$ cat src/rtl/group_serial_skip_subtractor.sv
// Multi-cycle subtractor D = A - B - Bin, one 4-bit group per clock, LSB group first.
// Each group uses a ripple of full-subtractor cells with a carry-skip style borrow bypass.
`timescale 1ns/1ps
module group_serial_skip_subtractor #(
    parameter int WIDTH = 8
) (
    input  logic             clk,
    input  logic             rst,
    input  logic             in_valid,
    output logic             in_ready,
    input  logic [WIDTH-1:0] A,
    input  logic [WIDTH-1:0] B,
    input  logic             Bin,
    output logic             out_valid,
    input  logic             out_ready,
    output logic [WIDTH-1:0] D,
    output logic             Bout
);

    localparam int GROUPS = WIDTH / 4;
    localparam int CNT_W  = (GROUPS > 1) ? $clog2(GROUPS) : 1;
    localparam logic [CNT_W-1:0] LAST_GROUP = CNT_W'(GROUPS - 1);

    typedef enum logic [1:0] {
        IDLE = 2'd0,
        RUN  = 2'd1,
        DONE = 2'd2
    } state_t;

    typedef struct packed {
        logic [3:0] diff;
        logic       bout;
    } group_res_t;

    state_t           state_q, state_d;
    logic [WIDTH-1:0] a_q, a_d;
    logic [WIDTH-1:0] b_q, b_d;
    logic [WIDTH-1:0] d_q, d_d;
    logic             borrow_q, borrow_d;
    logic             bout_q, bout_d;
    logic [CNT_W-1:0] count_q, count_d;
    logic             in_ready_q, in_ready_d;
    logic             out_valid_q, out_valid_d;

    logic [3:0]       grp_a;
    logic [3:0]       grp_b;
    group_res_t       grp_res;

    // Ripple of four full-subtractor cells; when every bit pair is equal the group
    // cannot generate or kill a borrow, so the incoming borrow is forwarded directly.
    function automatic group_res_t sub_group(input logic [3:0] ga,
                                             input logic [3:0] gb,
                                             input logic       bi);
        group_res_t res;
        logic [4:0] chain;
        logic       prop;
        chain    = '0;
        chain[0] = bi;
        res      = '0;
        for (int i = 0; i < 4; i++) begin
            res.diff[i]  = ga[i] ^ gb[i] ^ chain[i];
            chain[i + 1] = (~ga[i] & gb[i]) | (~(ga[i] ^ gb[i]) & chain[i]);
        end
        prop     = &(ga ~^ gb);
        res.bout = prop ? bi : chain[4];
        return res;
    endfunction

    always_comb begin
        grp_a   = a_q[{count_q, 2'b00} +: 4];
        grp_b   = b_q[{count_q, 2'b00} +: 4];
        grp_res = sub_group(grp_a, grp_b, borrow_q);
    end

    // NOTE: every _d gets its hold value first so no path through the case leaves a
    // variable unassigned, which would otherwise infer a latch.
    always_comb begin
        state_d     = state_q;
        a_d         = a_q;
        b_d         = b_q;
        d_d         = d_q;
        borrow_d    = borrow_q;
        bout_d      = bout_q;
        count_d     = count_q;
        in_ready_d  = in_ready_q;
        out_valid_d = out_valid_q;

        case (state_q)
            IDLE: begin
                in_ready_d = 1'b1;
                if (in_valid && in_ready_q) begin
                    a_d        = A;
                    b_d        = B;
                    borrow_d   = Bin;
                    count_d    = '0;
                    in_ready_d = 1'b0;
                    state_d    = RUN;
                end
            end
            RUN: begin
                d_d[{count_q, 2'b00} +: 4] = grp_res.diff;
                borrow_d = grp_res.bout;
                count_d  = count_q + 1'b1;
                if (count_q == LAST_GROUP) begin
                    bout_d      = grp_res.bout;
                    out_valid_d = 1'b1;
                    state_d     = DONE;
                end
            end
            DONE: begin
                // Result is frozen here until the consumer takes it.
                if (out_valid_q && out_ready) begin
                    out_valid_d = 1'b0;
                    in_ready_d  = 1'b1;
                    state_d     = IDLE;
                end
            end
            default: begin
                state_d     = IDLE;
                in_ready_d  = 1'b0;
                out_valid_d = 1'b0;
            end
        endcase
    end

    // NOTE: sequential state uses non-blocking assignments so every flop samples the
    // pre-edge value of the others, independent of statement order.
    always_ff @(posedge clk or posedge rst) begin
        if (rst) begin
            state_q     <= IDLE;
            a_q         <= '0;
            b_q         <= '0;
            d_q         <= '0;
            borrow_q    <= 1'b0;
            bout_q      <= 1'b0;
            count_q     <= '0;
            in_ready_q  <= 1'b0;
            out_valid_q <= 1'b0;
        end else begin
            state_q     <= state_d;
            a_q         <= a_d;
            b_q         <= b_d;
            d_q         <= d_d;
            borrow_q    <= borrow_d;
            bout_q      <= bout_d;
            count_q     <= count_d;
            in_ready_q  <= in_ready_d;
            out_valid_q <= out_valid_d;
        end
    end

    assign in_ready  = in_ready_q;
    assign out_valid = out_valid_q;
    assign D         = d_q;
    assign Bout      = bout_q;

endmodule
$ cat config.mk
export PLATFORM = sky130hd
export DESIGN_NAME = group_serial_skip_subtractor
export DESIGN_NICKNAME = d
export VERILOG_FILES = /design/src/rtl/group_serial_skip_subtractor.sv
export SDC_FILE = /design/constraint.sdc
export NUM_CORES = 1
export LEC_CHECK = 0
export ABC_AREA = 1
export CORE_UTILIZATION = 27
export CTS_CLUSTER_SIZE = 40
export DETAILED_ROUTE_END_ITERATION = 12
export HOLD_SLACK_MARGIN = 0.08
export PLACE_DENSITY = 0.55
export SYNTH_ARGS = -nofsm -noshare
export SYNTH_HDL_FRONTEND = slang
export SYNTH_SLANG_ARGS = --single-unit
$ cat constraint.sdc
create_clock -name clk -period 2.5 [get_ports clk]
set_input_delay 0.5 -clock clk [delete_from_list [all_inputs] [get_ports clk]]
set_output_delay 0.5 -clock clk [all_outputs]
set_load 0.01 [all_outputs]
==> impl_summary.log, run 1 <==
INFO  metric required = 2710 ps
INFO  metric timing_max_transition_violations_final = 0
INFO  metric synth-adder-area-share = 8.46%
INFO  metric globalRouteOverflowTotal = 0
INFO  metric compound_gate_portion_of_the_synthesized_area = 8.71%
INFO  metric crit_path_end_kind = flip-flop
INFO  metric flow.area_growth_from_synthesis = 30.9%
INFO  metric die_x = 77.5 um
INFO  metric gp_congestion = 0.743
INFO  metric vias_per_cell = 4.16
INFO  metric fin_nets = 240
INFO  metric most_instantiated_library_cell_after_synthesis = nand2_1
INFO  metric rows = 27
INFO  metric global_route.usage.total = 11.0%
INFO  metric ys_async_sr_fraction = 100%
INFO  metric timing.final.hold_violations = 0
INFO  metric count_of_port_buffers_added_during_placement = 31
INFO  metric wire_length_of_the_first_global_routing_pass = 5040 um
INFO  metric worst_setup_hold_path_clk_slew = 70 ps
INFO  metric outcome = completed
INFO  metric synth_xor_xnor_area_share = 0%
INFO  metric syn_nets = 204
INFO  metric tritoncts = yes
INFO  metric synthesis.area_per_instance = 8.79 um2
INFO  metric via_count_of_the_first_global_routing_pass = 1131
INFO  metric synth_area = 1540 um2
INFO  metric clock_tree.root_cell = clkbuf_8
INFO  metric clock_tree.htree_level_count = 2
INFO  metric post-route-util = 36.6%
INFO  metric worst_slew_pin_slew = 479 ps
INFO  metric synthSimpleGateAreaFrac = 22.0%
INFO  metric critPathMaxStageDelay = 440 ps
INFO  metric final.fill_count = 574
INFO  metric synth_sequential_area_ratio = 50.4%
INFO  metric worstHoldPathType = flip-flop to flip-flop
INFO  metric muxShareOfSynthArea = 0.651%
INFO  metric chipHeight = 77.5 um
INFO  metric cp-start-kind = flip-flop
INFO  metric slowest_stage = dfrtp_2
INFO  metric final_layout_size_suffix_gt1_share = 13.7%
INFO  metric start_util = 27.9%
INFO  metric synth_top_family_by_area = simple AND/OR/NAND/NOR gates
INFO  metric critPathKind = flip-flop to flip-flop
INFO  metric drtIter0Drc = 61
INFO  metric numCtsBuffers = 5
INFO  metric layout_worst_path_cycle_share = 95.9%
INFO  metric tritonroute_pass_1_iters = 4
INFO  metric worst_ir_drop_vdd = 0.442 mV
INFO  metric grt_antenna_before_repair = 0
INFO  metric clk_buf_depth = 2
INFO  metric clock_insertion_delay_worst_skew = 280 ps
INFO  metric synth_common_cells = nand2_1 (68), dfrtp_1 (31), inv_1 (19), o21ai_1 (12), o21ai_0 (8)
INFO  metric total_of_warnings_raised_by_yosys = 0
INFO  metric critical_path.cell_chain = buf_4 > o21ai_4 > fa_2 > inv_1 > fa_2 > fa_1 > inv_2 > fa_1 > o21ai_1
INFO  metric core-area = 5510 um2
INFO  metric synth-edff-count = 0
INFO  metric finClkSkew = 5.89 ps
INFO  metric synth.ff_latch_count = 31
INFO  metric multiInputGateArea = 634 um2
INFO  metric drt_drc_violations_left = 0
INFO  metric detailroute.via_count = 1182
INFO  metric num_io_pins = 32
INFO  metric post_detailed_placement_half_perimeter_wirelength = 2190 um
INFO  metric clock_sinks = 31
INFO  metric cap_violations = 0
INFO  metric arrival = 2610 ps
INFO  metric crit_buf_inv = 3
INFO  metric detail_route.wl_per_cell = 10.7 um
INFO  metric post-synth-top-area-fraction = 50.4%
INFO  metric dieArea = 6000 um2
INFO  metric cp_max_fo = 5
INFO  metric pwr_density_cell = 1360 nW/um2
INFO  metric timing.reg2reg.setup_slack = 100 ps
INFO  metric final-seq-area = 777 um2
INFO  metric insertedDiodeCount = 0
INFO  metric drtAntennaViolNets = 0
INFO  metric pin_count_of_the_biggest_net_entering_global_routing = 32
INFO  metric cpLargestDelayFamily = adder cells
INFO  metric synthDistinctLibCells = 19
INFO  metric rsz0062_at_grt = yes
INFO  metric setup_viol = 0
INFO  metric final_worst_path_period_need = 2400 ps
INFO  metric ys.flop_type = dfrtp_1
INFO  metric maxSlewHeadroom = 68.0%
INFO  metric max_freq = 417 MHz
INFO  metric drt-total-wl = 3040 um
INFO  metric p_leak = 0.989 nW
INFO  metric synth_top_area_cell = dfrtp_1
INFO  metric synth_top_cells_by_area = dfrtp_1 (50%), nand2_1 (17%), fa_1 (5.2%), inv_1 (4.6%), o21ai_1 (3.9%)
INFO  metric synthesis.instances = 175
INFO  metric whs = 477 ps
-- worst paths after layout --
check	cells after the start	startpoint	end
setup reg to reg	9	count_q	D[7]
setup / recovery	9	count_q	D[7]
min in group asynchronous	3	rst	Bout
max in group asynchronous	3	rst	count_q
hold reg to reg	2	a_q[6]	a_q[6]
hold / removal	2	a_q[6]	a_q[6]
-- through the flow --
stage	instance area, um2	power [mW]	setup WS [ps]	instances	setup TNS (ps)
2_1_floorplan	1540	1.88	28.6	175	0
3_3_place_gp	1890	2.23	120	273	0
3_5_place_dp	1890	2.28	0.847	273	0
4_1_cts	1970	2.68	3.47	281	0
5_1_grt	2010	3.02	-4.67	284	-4.67
6_report	2010	2.73	104	284	0
-- what timing repair did --
item                                    4_1_cts  5_1_grt
endpoints found under the hold margin         0        0
endpoints found under the setup margin        1        4
pin swaps                                     0        3
buffers inserted                              0        3
hold buffers                                  0        0
gates resized for setup                       1        9
-- worst reg2reg max path, stage by stage (launching register included) --
cell,delay [ps]
dfrtp_2,440
buf_4,170
o21ai_4,150
fa_2,200
inv_1,50
fa_2,340
fa_1,390
inv_2,70
fa_1,400
o21ai_1,130
-- power by group --
group	total [mW]	switching, mW	internal (mW)
sequential	0.889	0.143	0.746
combinational	1.47	0.830	0.639
clock	0.372	0.178	0.195
-- routing by layer --
metal	track usage (%)	part of all wire (%)
met4	5.09	1.8
met5	0	0
met1	13.8	46
met3	3.65	6.1
met2	17.1	46
-- area by class of cell --
type                            count  share of cell area [%]
Clock buffer                        7                    3.79
Clock inverter                      1                   0.249
Multi-Input combinational cell    115                    31.5
Timing Repair Buffer               36                    17.3
Tap cell                           72                    4.47
Inverter                           22                    4.10
Sequential cell                    31                    38.6
-- flip-flops by register name, summed over array words and instances, names as in the netlist --
signal,count
state_q,2
b_q,8
borrow_q,1
in_ready,1
out_valid,1
Bout,1
D,8
count_q,1
a_q,8
-- placed cells by master (no fill, tap or decap), types with 5 or more instances in the layout --
cell type	instances
buf_4	5
o21ai_0	5
clkdlybuf4s50_1	31
inv_1	18
nand2_1	67
clkbuf_8	5
o21ai_1	13
dfrtp_1	30
nand2_2	5
nand3_1	5
-- kinds of logic after synthesis --
kind of cell    count (synthesis)
simple gates                   82
flops                          31
buf+inv                        29
compound gates                 24
fa+ha+maj                       8
mux                             1
(Power assumes the default switching activity.)
==> run 2, diff against run 1 <==
--- a/config.mk
+++ b/config.mk
@@ -6,11 +6,13 @@
 export NUM_CORES = 1
 export LEC_CHECK = 0
 export ABC_AREA = 1
+export CORE_ASPECT_RATIO = 0.7
 export CORE_UTILIZATION = 27
 export CTS_CLUSTER_SIZE = 40
 export DETAILED_ROUTE_END_ITERATION = 12
+export DONT_BUFFER_PORTS = 1
 export HOLD_SLACK_MARGIN = 0.08
-export PLACE_DENSITY = 0.55
+export PLACE_DENSITY = 0.48
 export SYNTH_ARGS = -nofsm -noshare
 export SYNTH_HDL_FRONTEND = slang
 export SYNTH_SLANG_ARGS = --single-unit
==> run 2 against run 1 <==
- cell count down 12%
- largest power group unchanged
- clock skew is 2.6 ps lower
- largest cell class unchanged
- fmax up 0.72%
- first-iteration DRC count down 52%
- total power decreased by 7.0%
- highest routed layer unchanged
- global-route usage increased by 0.60 points
- utilization decreased by 4.9 points
==> impl_summary.log, run 2 (synthesis results as in run 1) <==
INFO  metric postPlaceCellArea = 1580 um2 (-16%)
INFO  metric globalRouteOverflowTotal = 0 (unchanged)
INFO  metric die_x = 92.2 um (+19%)
INFO  metric cp_max_fo = 6 (+1)
INFO  metric detailroute.via_count = 1050 (-11%)
INFO  metric tritonroute_pass_1_iters = 4 (unchanged)
INFO  metric timing.rr.end = D[7]
INFO  metric grt_antenna_before_repair = 0 (unchanged)
INFO  metric drtIter0Drc = 29 (-52%)
INFO  metric chipHeight = 65.1 um (-16%)
INFO  metric p_leak = 0.867 nW (-12%)
INFO  metric via_count_of_the_first_global_routing_pass = 1034 (-8.6%)
INFO  metric drt-total-wl = 3150 um (+3.9%)
INFO  metric global_route.usage.total = 11.6% (+0.60 points)
INFO  metric cts_hold_repair.buffers = 0 (unchanged)
INFO  metric layout.cells.most_common = nand2_1
INFO  metric required = 2700 ps (about the same)
INFO  metric insertedDiodeCount = 0 (unchanged)
INFO  metric rows = 22 (-19%)
INFO  metric arrival = 2580 ps (-30 ps)
INFO  metric max_freq = 420 MHz (+0.72%)
INFO  metric worst_ir_drop_vdd = 0.482 mV (+9.0%)
INFO  metric gp_congestion = 0.734 (-1.1%)
INFO  metric timing.setup.tns = 0 ps (unchanged)
INFO  metric beginning_of_the_critical_path = count_q
INFO  metric clk_buf_depth = 2 (unchanged)
INFO  metric drtAntennaViolNets = 0 (unchanged)
INFO  metric tritoncts = yes
INFO  metric start_util = 28.6% (+0.72 points)
INFO  metric wire_length_of_the_first_global_routing_pass = 5220 um (+3.7%)
INFO  metric fin_nets = 207 (-14%)
INFO  metric timing.final.hold_violations = 0 (unchanged)
INFO  metric crit_path_end_kind = flip-flop
INFO  metric num_io_pins = 32 (unchanged)
INFO  metric worst_slew_pin_slew = 519 ps (+40.7 ps)
INFO  metric setup_viol = 0 (unchanged)
INFO  metric post_detailed_placement_half_perimeter_wirelength = 2320 um (+5.8%)
INFO  metric clock_tree.htree_level_count = 2 (unchanged)
INFO  metric numCtsBuffers = 5 (unchanged)
INFO  metric timing.reg2reg.setup_slack = 120 ps (+20 ps)
INFO  metric worst_setup_hold_path_clk_slew = 70 ps (about the same)
INFO  metric setup.worst_path.end = D[7]
INFO  metric clock_insertion_delay_worst_skew = 270 ps (about the same)
INFO  metric pre_cts_setup_slack = 85.1 ps (+84.2 ps)
INFO  metric flow.area_growth_from_synthesis = 10.6%
INFO  metric post_layout_cell_count = 251 (-12%)
INFO  metric placed_cells_incl_taps = 242 (-11%)
INFO  metric drt_drc_violations_left = 0 (unchanged)
INFO  metric final_layout_size_suffix_gt1_share = 14.5% (+0.85 points)
INFO  metric clock_sinks = 31 (unchanged)
INFO  metric dieArea = 6010 um2 (about the same)
INFO  metric cap_violations = 0 (unchanged)
INFO  metric pin_count_of_the_biggest_net_entering_global_routing = 32 (unchanged)
INFO  metric layout_worst_path_cycle_share = 95.2% (-0.69 points)
INFO  metric core-area = 5370 um2 (-2.5%)
INFO  metric maxSlewHeadroom = 65.3% (-2.7 points)
INFO  metric worstHoldPathType = input port to async pin
INFO  metric pwr_density_cell = 1490 nW/um2 (+10%)
INFO  metric cp-start-kind = flip-flop
INFO  metric detail_route.wl_per_cell = 12.6 um (+18%)
INFO  metric count_of_port_buffers_added_during_placement = 0 (-100%)
INFO  metric clock_tree.root_cell = clkbuf_8
INFO  metric timing_max_transition_violations_final = 0 (unchanged)
INFO  metric post-route-util = 31.7% (-4.9 points)
INFO  metric critPathKind = flip-flop to flip-flop
INFO  metric highest_count_cells_in_the_layout_ignoring_fill_and_taps = nand2_1 (66), dfrtp_1 (30), inv_1 (19), o21ai_1 (12), nand2_2 (6)
INFO  metric whs = 195 ps (-282 ps)
INFO  metric postLayoutCellArea = 1700 um2 (-16%)
INFO  metric finClkSkew = 3.31 ps (-2.58 ps)
INFO  metric worstRegToRegCells = 8 (-1)
INFO  metric vias_per_cell = 4.18 (+0.51%)
INFO  metric worst_r2r_start = count_q
INFO  metric outcome = completed
INFO  metric final.fill_count = 591 (+3.0%)
INFO  metric final_worst_path_period_need = 2380 ps (-17.2 ps)
INFO  metric design_power = 2.54 mW (-7.0%)
INFO  metric post-route-worst-setup-slack = 121 ps (+17.2 ps)
-- run 2: cell types whose count changed in the layout (fill, tap and decap cells not counted) --
cell             before  now
o21ai_1              13   12
fa_2                  2    0
buf_6                 0    1
buf_4                 5    2
inv_2                 4    3
nand2_2               5    6
nand2_1              67   66
fa_1                  2    4
clkdlybuf4s50_1      31    0
o21ai_4               1    2
inv_1                18   19
-- run 2: layout make-up --
class,instances,area [um2],share of cell area [%]
sequential,31,777,45.7
multi-input combinational,115,643,37.8
tap,72,90.1,5.30
inverter,22,82.6,4.86
clock buffer,7,76.3,4.49
timing repair buffer,3,26.3,1.55
clock inverter,1,5.00,0.294
-- run 2: how the worst min path moves through the flow --
stage           start     end  slack (ps)  cells after the start
3_5_place_dp   b_q[2]  b_q[2]         470                      2
4_1_cts           rst  b_q[5]         210                      2
3_3_place_gp   b_q[2]  b_q[2]         470                      2
2_1_floorplan  a_q[6]  a_q[6]         440                      2
5_1_grt           rst  a_q[5]         220                      2
6_report          rst  b_q[5]         190                      2
-- run 2: worst max-delay path, stage by stage, from the launching register on --
cell and delay (ps):
dfrtp_2 490, o21ai_4 200, fa_1 180, inv_1 50
fa_1 380, fa_1 360, inv_1 70, fa_1 430
o21ai_1 140
-- run 2: timing repair --
action | CTS | global route
gates resized for setup | 0 | 12
endpoints found under the setup margin | 0 | 4
setup buffers | 0 | 1
-- run 2: layer usage --
| metal | part of all wire (%) | vias to the layer above | global-route usage [%] |
|---|---|---|---|
| met1 | 55 | 475 | 18.3 |
| met5 | 0 | - | 0 |
| li1 | - | 544 | - |
| met3 | 6.1 | 2 | 4.63 |
| met2 | 38 | 29 | 13.7 |
| met4 | 0.32 | 0 | 3.52 |
-- run 2: power breakdown --
part	total [mW]	internal (mW)	switching (mW)
logic	1.21	0.455	0.751
clock network	0.376	0.195	0.180
registers	0.957	0.746	0.211
